===== src/rtl/code_lock.sv =====
// Multi-digit keypad lock: edge-detected one-hot key presses, code check, fail counter and timed lockout.
// Optional timed auto re-lock while open is enabled by defining CODE_LOCK_AUTOLOCK_EN.
module code_lock #(
  parameter int unsigned DIGITS          = 4,
  parameter logic [4*DIGITS-1:0] PASSCODE = 16'h5963,
  parameter int unsigned MAX_FAIL        = 3,
  parameter int unsigned LOCKOUT_CYCLES  = 16,
  parameter int unsigned AUTOLOCK_CYCLES = 32
) (
  input  logic       clk,
  input  logic       rst_n,
  input  logic [9:0] tenkey,
  input  logic       close,
  output logic       lock,
  output logic       fail,
  output logic       lockout,
  output logic [3:0] digit_cnt
);

  localparam int unsigned BUF_W  = 4 * DIGITS;
  localparam int unsigned FCNT_W = $clog2(MAX_FAIL + 1);
  localparam int unsigned TMR_W  = $clog2(LOCKOUT_CYCLES + 1);

  if (DIGITS < 1 || DIGITS > 8 || MAX_FAIL < 1 || MAX_FAIL > 15 ||
      LOCKOUT_CYCLES < 1 || AUTOLOCK_CYCLES < 1) begin : g_param_err
    $error("code_lock: parameter out of range");
  end

  typedef enum logic [1:0] {S_LOCKED, S_CHECK, S_OPEN, S_LOCKOUT} state_t;

  state_t            state, state_d;
  logic [9:0]        tenkey_q;
  logic [BUF_W-1:0]  code_buf, code_buf_d;
  logic [FCNT_W-1:0] fail_cnt, fail_cnt_d, fail_cnt_inc_c;
  logic [TMR_W-1:0]  timer, timer_d;
  logic [3:0]        digit_cnt_d, digit_c;
  logic              lock_d, fail_d, lockout_d;
  logic              onehot_c, press_c, match_c, autolock_c;

  // Key decode: a press is a fresh one-hot pattern after a fully released pad
  always_comb begin
    digit_c = '0;
    for (int i = 0; i < 10; i++) begin
      if (tenkey[i]) digit_c = 4'(i);
    end
    onehot_c = (tenkey != '0) && ((tenkey & (tenkey - 10'd1)) == '0);
    press_c  = onehot_c && (tenkey_q == '0);
  end

  assign match_c        = (code_buf == PASSCODE);
  assign fail_cnt_inc_c = fail_cnt + FCNT_W'(1);

`ifdef CODE_LOCK_AUTOLOCK_EN
  localparam int unsigned AUTO_W = $clog2(AUTOLOCK_CYCLES + 1);
  logic [AUTO_W-1:0] open_cnt, open_cnt_d;

  assign autolock_c = (state == S_OPEN) && (open_cnt == AUTO_W'(1));

  always_comb begin
    open_cnt_d = open_cnt;
    if (state == S_CHECK && match_c) open_cnt_d = AUTO_W'(AUTOLOCK_CYCLES);
    else if (state == S_OPEN)        open_cnt_d = open_cnt - AUTO_W'(1);
  end

  always_ff @(posedge clk or negedge rst_n) begin
    if (!rst_n) open_cnt <= '0;
    else        open_cnt <= open_cnt_d;
  end
`else
  assign autolock_c = 1'b0;
`endif

  // State and datapath registers
  always_ff @(posedge clk or negedge rst_n) begin
    if (!rst_n) begin
      state     <= S_LOCKED;
      tenkey_q  <= '0;
      code_buf  <= '0;
      fail_cnt  <= '0;
      timer     <= '0;
      lock      <= 1'b1;
      fail      <= 1'b0;
      lockout   <= 1'b0;
      digit_cnt <= '0;
    end else begin
      state     <= state_d;
      tenkey_q  <= tenkey;
      code_buf  <= code_buf_d;
      fail_cnt  <= fail_cnt_d;
      timer     <= timer_d;
      lock      <= lock_d;
      fail      <= fail_d;
      lockout   <= lockout_d;
      digit_cnt <= digit_cnt_d;
    end
  end

  // Next-state logic
  always_comb begin
    state_d = state;
    unique case (state)
      S_LOCKED:  if (!close && press_c && digit_cnt == 4'(DIGITS - 1)) state_d = S_CHECK;
      S_CHECK: begin
        if (match_c)                                 state_d = S_OPEN;
        else if (fail_cnt_inc_c == FCNT_W'(MAX_FAIL)) state_d = S_LOCKOUT;
        else                                         state_d = S_LOCKED;
      end
      S_OPEN:    if (close || autolock_c) state_d = S_LOCKED;
      S_LOCKOUT: if (timer == TMR_W'(1))  state_d = S_LOCKED;
      default:   state_d = S_LOCKED;
    endcase
  end

  // Output and datapath next values; outputs follow the state being entered
  always_comb begin
    lock_d      = (state_d != S_OPEN);
    lockout_d   = (state_d == S_LOCKOUT);
    fail_d      = (state == S_CHECK) && !match_c;
    digit_cnt_d = '0;
    code_buf_d  = code_buf;
    fail_cnt_d  = fail_cnt;
    timer_d     = timer;
    unique case (state)
      S_LOCKED: begin
        if (close) begin
          code_buf_d = '0;
        end else if (press_c) begin
          code_buf_d  = (code_buf << 4) | BUF_W'(digit_c);
          digit_cnt_d = digit_cnt + 4'd1;
        end else begin
          digit_cnt_d = digit_cnt;
        end
      end
      S_CHECK: begin
        code_buf_d = '0;
        fail_cnt_d = match_c ? '0 : fail_cnt_inc_c;
        if (state_d == S_LOCKOUT) timer_d = TMR_W'(LOCKOUT_CYCLES);
      end
      S_LOCKOUT: begin
        timer_d = timer - TMR_W'(1);
        if (state_d == S_LOCKED) fail_cnt_d = '0;
      end
      default: ;
    endcase
  end

endmodule


===== config.mk =====
export PLATFORM = sky130hd
export DESIGN_NAME = code_lock
export DESIGN_NICKNAME = d
export VERILOG_FILES = /design/src/rtl/code_lock.sv
export SDC_FILE = /design/constraint.sdc
export NUM_CORES = 1
export LEC_CHECK = 0
export CORE_MARGIN = 10
export CORE_UTILIZATION = 47
export DETAILED_ROUTE_END_ITERATION = 7
export PLACE_DENSITY = 0.68
export SKIP_CTS_REPAIR_TIMING = 1
export SLEW_MARGIN = 20
export SYNTH_ARGS = -nofsm -noshare
export SYNTH_HDL_FRONTEND = slang
export SYNTH_SLANG_ARGS = --single-unit

===== constraint.sdc =====
create_clock -name clk -period 2.5 [get_ports clk]
set_input_delay 0.5 -clock clk [delete_from_list [all_inputs] [get_ports clk]]
set_output_delay 0.5 -clock clk [all_outputs]
set_load 0.03 [all_outputs]

Word-level counts from Yosys, hierarchy flattened
Index checks and enable logic that the tools add are counted.
{"block": "totals", "reg_bits": 42, "in_bits": 13}
{"block": "op_classes", "n_eq_ne": 12, "bitwise": 2, "addsub": 4, "n_mux": 26, "reduce_logical": 17}
{"cell": "2-to-1 mux 16 bit", "count": 2}
{"cell": "2-to-1 mux 4 bit", "count": 8}
{"cell": "case mux 16 bit (2 select lines)", "count": 1}
{"cell": "logical NOT 10 bit", "count": 2}
{"cell": "2-to-1 mux 2 bit", "count": 9}
{"cell": "equality test 16 x 15 -> 1 bit, second input constant", "count": 1}
{"cell": "bitwise OR 16 x 4 -> 16 bit", "count": 1}
{"cell": "AND 10 bit", "count": 1}
{"cell": "case mux 5 bit (2 select lines)", "count": 1}
{"cell": "nonzero test 10 bit", "count": 1}
{"cell": "subtractor 10 x 1 -> 10 bit, second input constant", "count": 1}
{"cell": "equality test 2 bit, second input constant", "count": 4}
{"cell": "case mux 2 bit (4 select lines)", "count": 1}
{"cell": "inequality test 2 bit, second input constant", "count": 3}
{"cell": "AND reduction 2 bit", "count": 3}
{"cell": "equality test 5 x 1 -> 1 bit, second input constant", "count": 1}
{"cell": "logical AND 1 bit", "count": 5}
{"cell": "2-to-1 mux 5 bit", "count": 1}
{"cell": "subtractor 5 x 1 -> 5 bit, second input constant", "count": 1}
{"cell": "adder 4 x 1 -> 4 bit, second input constant", "count": 1}
{"cell": "equality test 4 x 2 -> 1 bit, second input constant", "count": 1}
{"cell": "logical NOT 2 bit", "count": 2}
{"cell": "case mux 2 bit (2 select lines)", "count": 1}
{"cell": "nonzero test 2 bit", "count": 2}
{"cell": "6 further kinds", "count": 7}

Longest topological paths before layout
{"block": "depth", "word_depth": 13, "depth_mapped": 8, "depth_no_buf": 6}

Least setup slack after synthesis
Ideal clock, no wire load.
{"block": "synth_path", "path_type": "input to register", "startpoint": "input tenkey[7]", "endpoint": "register code_buf[11]", "required_ns": 2.378, "n_path_buf": 3, "arrival_ns": 1.893, "setup_slack_ns": 0.485, "cell_stages": 8, "path_cell_list": "buf_2 > o31ai_1 > o311ai_1 > a31o_2 > or2_1 > buf_6 > buf_12 > a32o_1"}
{"block": "synth_between", "elab_chain_len": 7, "word_cells_on_any_way": 8, "cone_classes": "add/sub: 1; eq/ne: 1; bitwise: 1; reduce/logical: 5"}
{"item": "start, declared", "line_no": "12", "rtl": "input logic [9:0] tenkey,"}
{"item": "subtractor 10 x 1 -> 10 bit", "line_no": "46", "rtl": "onehot_c = (tenkey != '0) && ((tenkey & (tenkey - 10'd1)) == '0);"}
{"item": "AND 10 bit", "line_no": "46"}
{"item": "logical NOT 10 bit", "line_no": "46"}
{"item": "logical AND 1 bit *", "line_no": "46"}
{"item": "logical AND 1 bit *", "line_no": "47", "rtl": "press_c = onehot_c && (tenkey_q == '0);"}
{"item": "inequality test 3 bit (no source line) *"}
{"item": "AND reduction 2 bit (no source line) *"}
{"item": "end signal, assigned", "line_no": "88", "rtl": "code_buf <= code_buf_d;"}
{"item": "end, declared", "line_no": "33", "rtl": "logic [BUF_W-1:0] code_buf, code_buf_d;"}
Mark *: on every way between the ends. The rest lies on a longest branch, timed or not.
A chain may end at the register's enable or synchronous reset.

Worst setup path after layout
{"block": "layout_path", "startpoint": "input tenkey[8]", "endpoint": "register code_buf[1]"}
{"block": "layout_between", "elab_chain_len": 7, "word_cells_on_any_way": 14, "cone_classes": "add/sub: 1; eq/ne: 1; mux: 5; bitwise: 2; reduce/logical: 5"}
{"item": "subtractor 10 x 1 -> 10 bit", "line_no": "46"}
{"item": "AND 10 bit", "line_no": "46"}
{"item": "logical NOT 10 bit", "line_no": "46"}
{"item": "logical AND 1 bit", "line_no": "46"}
{"item": "logical AND 1 bit", "line_no": "47"}
{"item": "inequality test 3 bit (no source line)"}
{"item": "AND reduction 2 bit (no source line)"}
Several ways; a longest one is shown, not always the timed one. The select of a mux whose other input is x is not followed.

==> results by group <==
Place
  – Gp weighted congestion: 0.832
  – Post-placement cell count: roughly 250
  – DP Worst Slack: -0.181 ns
  – HPWL Detailed: between 3000 and 4000 um
  – Placed cell areas: 0.00225 mm2
  – Port bufs: 19

Final layout
  – # diodes: 0
  – Final std cells w/o fill: around 260
  – Area Growth Syn to Fin: 21.1%
  – Share of post-route cells with drive strength above 1: 16.5%
  – # fillers: between 300 and 400
  – Final Instance Area: ~0.0024 mm2
  – Post-layout nets: 222

Timing
  – Final Hold Vio Count: 0
  – Tmin final: ~2.3 ns
  – RSZ-0062 raised after global routing: false
  – WHS: 0.337 ns
  – Final period util: 91.0%
  – Max-slew headroom: about two fifths
  – Final setup fails: 0
  – Slew @ Worst Pin: 0.927 ns
  – Setup ws final: ~0.22 ns
  – Max-slew violations: 0
  – Fmax: roughly 440 MHz
  – Clock skew: between 0.004 and 0.005 ns

Critical path
  – Largest stage delay, worst path: around 0.5 ns
  – Largest delay contributor family on the critical path: compound AO/OA/AOI/OAI gates
  – Data arrival time of the critical path: about 2.5 ns
  – Worst Path Max Fanout: 9
  – CP startpoint kind: input pin
  – CP endpoint kind: flip-flop
  – Critical-path cell list: clkdlybuf4s50_1 -> o31ai_1 -> o311ai_1 -> a31o_2 -> buf_4 -> or3_4 -> o31ai_1
  – WS Path Type: input pin to flip-flop
  – Most frequent CP cell: o31ai_1
  – Worst EP required: 2.70 ns
  – CP max stage cell: clkdlybuf4s50_1
  – Crit path buf inv count: 2

Min path
  – Min-delay worst type: input pin to async pin

Yosys
  – Post-synth EDFFs: 0
  – Top FF cell, synth: dfrtp_1
  – #FFs+latches synth: 42
  – Synth Net Count: between 150 and 200
  – Avg Inst Size Synth: roughly 11 um2
  – Syn Std Cell Area: 0.00195 mm2
  – Unique masters post-synth: 45
  – YS warnings: 0
  – Part of the Yosys area used for sequential elements: between 50% and 60%
  – FFs w/ async S/R, synth: 100%
  – Mapped Cells: roughly 170

Global routing
  – Global route hottest layer: met2
  – Vias in the first global route: 1485
  – Met2 Usage GRT: 17.8%
  – Met1 GRT Util: between 10% and 20%
  – Global-route wire length before repair: approximately 7000 um
  – Met3 usage: about 4.3%
  – Gr usage total: a little under an eighth
  – Largest net degree at the start of global routing: between 40 and 50
  – Initial antenna violation count: 0
  – Grt total ovfl: 0

Floorplanning
  – Die Y: between 80 and 90 um
  – Die W: between 80 and 90 um
  – I/O pin cnt: 20
  – Die Area: around 0.0071 mm2
  – Starting Density: between 40% and 50%
  – # rows: 23
  – Core Box Area: ~0.004 mm2

Pwr
  – Pleak: between 1 and 1.5 nW
  – Total Power: about 1.3 mW
  – Worst vdd ir: around 0.38 mV
  – Pwr Density: 555 mW/mm2

Flow run
  – Maxcap violations: 0

Detailed routing
  – DR iter-0 viols: around 100
  – Routed wire length: ~4100 um
  – Vias per cell: around 5.8
  – Post-DRT Antenna Nets: 0
  – First drt pass iteration count: 4
  – Routed WL per cell: between 15 and 20 um
  – DR DRC count: 0
  – Vias post-DR: 1495

Clock tree
  – Clock latency at the later pin of the worst-skew pair: ~0.29 ns
  – Root buffer cell: clkbuf_8
  – Clk slew on worst S/H paths: ~0.08 ns
  – CTS tree: yes
  – Clock Path Buffers: 2
  – H-tree depth: 2
  – Num CTS Buffers: 5
  – Clock Sinks: 42

Run status
  – Run status: finished clean
## cell families after synthesis
family	count (synthesis)	share of synthesized area [%]
AO/OA/AOI/OAI	49	19.3
flip-flops	42	54.0
XOR/XNOR	3	1.35
buffers and inverters	17	5.33
AND/OR/NAND/NOR	56	17.5
adder cells (fa/ha/maj)	4	2.57
## path summary, 6_finish.rpt
kind                              from           end  slack, ns  cells past startpoint
setup / recovery             tenkey[8]   code_buf[1]       0.22                      7
hold / removal                   rst_n   tenkey_q[0]       0.34                      1
setup reg to reg           tenkey_q[2]  code_buf[12]       0.50                      5
hold reg to reg            fail_cnt[0]   fail_cnt[0]       0.50                      1
max in group asynchronous        rst_n   code_buf[1]       1.58                      1
min in group clk           fail_cnt[0]   fail_cnt[0]       0.50                      1
## sequential cells by signal, indices dropped and copies added, names as in the netlist
register   cells
lockout        1
digit_cnt      4
fail           1
timer          5
tenkey_q      10
lock           1
code_buf      16
fail_cnt       2
state          2
## placed cells by master (no fill, tap or decap), drive strengths merged
master	n
or2	4
bufinv	1
and4	2
ha	4
a31o	1
dfrtp	41
dfstp	1
nand2	9
o41ai	1
o311ai	1
or4	4
o21bai	1
nor3	7
a32o	14
a31oi	1
a221o	1
o22ai	1
a211o	1
o211ai	3
or3	4
nand4b	1
a21o	1
buf	17
o21ai	12
clkdlybuf4s50	18
inv	9
a21oi	4
xnor2	1
a211oi	1
nor2b	1
xor2	2
clkbuf	7
o31ai	6
nor2	9
nand2b	2
nor4	4
nand3	5
nor4bb	4
## stage by stage
step | utilization [%] | TNS [ns]
2_1_floorplan | - | 0
3_3_place_gp | 56.1 | -2.00
3_5_place_dp | 56.1 | -2.56
4_1_cts | 58.8 | 0
5_1_grt | 59.0 | 0
6_report | 59.0 | 0
## routing by layer
metal  part of all wire, %  routed length (um)  vias to the layer above
met4                   1.3                  52                        0
met3                   4.5                 183                        6
met1                    48                1950                      746
met5                     0                   0                        -
met2                    47                1910                       28
li1                      -                   -                      715
## report_power, final
group | internal (mW) | total (mW) | switching [mW] | leakage [nW]
clock network | 0.299 | 0.524 | 0.226 | 0.0524
registers | 0.687 | 0.689 | 0.00217 | 0.560
logic | 0.0426 | 0.0966 | 0.0540 | 0.431
total | 1.03 | 1.31 | 0.282 | 1.04
## worst reg2reg max path: stages, from the launching register on
cell	delay, ns
dfrtp_1	0.37
nor4_1	0.40
and4_1	0.30
nand4b_2	0.12
or2_2	0.41
a32o_1	0.29
## final cells by class
cell class / instances / area (um2) / area share, %
Tap cell: 50 / 62.6 / 2.65
Multi-Input combinational cell: 112 / 798 / 33.8
Sequential cell: 42 / 1050 / 44.6
Inverter: 9 / 33.8 / 1.43
Clock inverter: 1 / 30.0 / 1.27
Clock buffer: 7 / 76.3 / 3.24
Timing Repair Buffer: 35 / 305 / 12.9
## cells in the mapped netlist, drive strengths merged, types with 2 or more instances
cell,instances,area [um2]
dfrtp,41,1030
and4,2,17.5
o31ai,6,45.0
or2,4,25.0
nand3,5,30.0
or3,4,31.3
nor2,9,33.8
nand2,9,33.8
nor4,4,25.0
buf,7,65.1
ha,4,50.1
o211ai,3,22.5
inv,9,33.8
xor2,2,17.5
a32o,14,140
nor4bb,4,40.0
nand2b,2,12.5
a21oi,4,20.0
o21ai,12,60.1
nor3,7,40.0
or4,4,30.0
(Power assumes the default switching activity.)
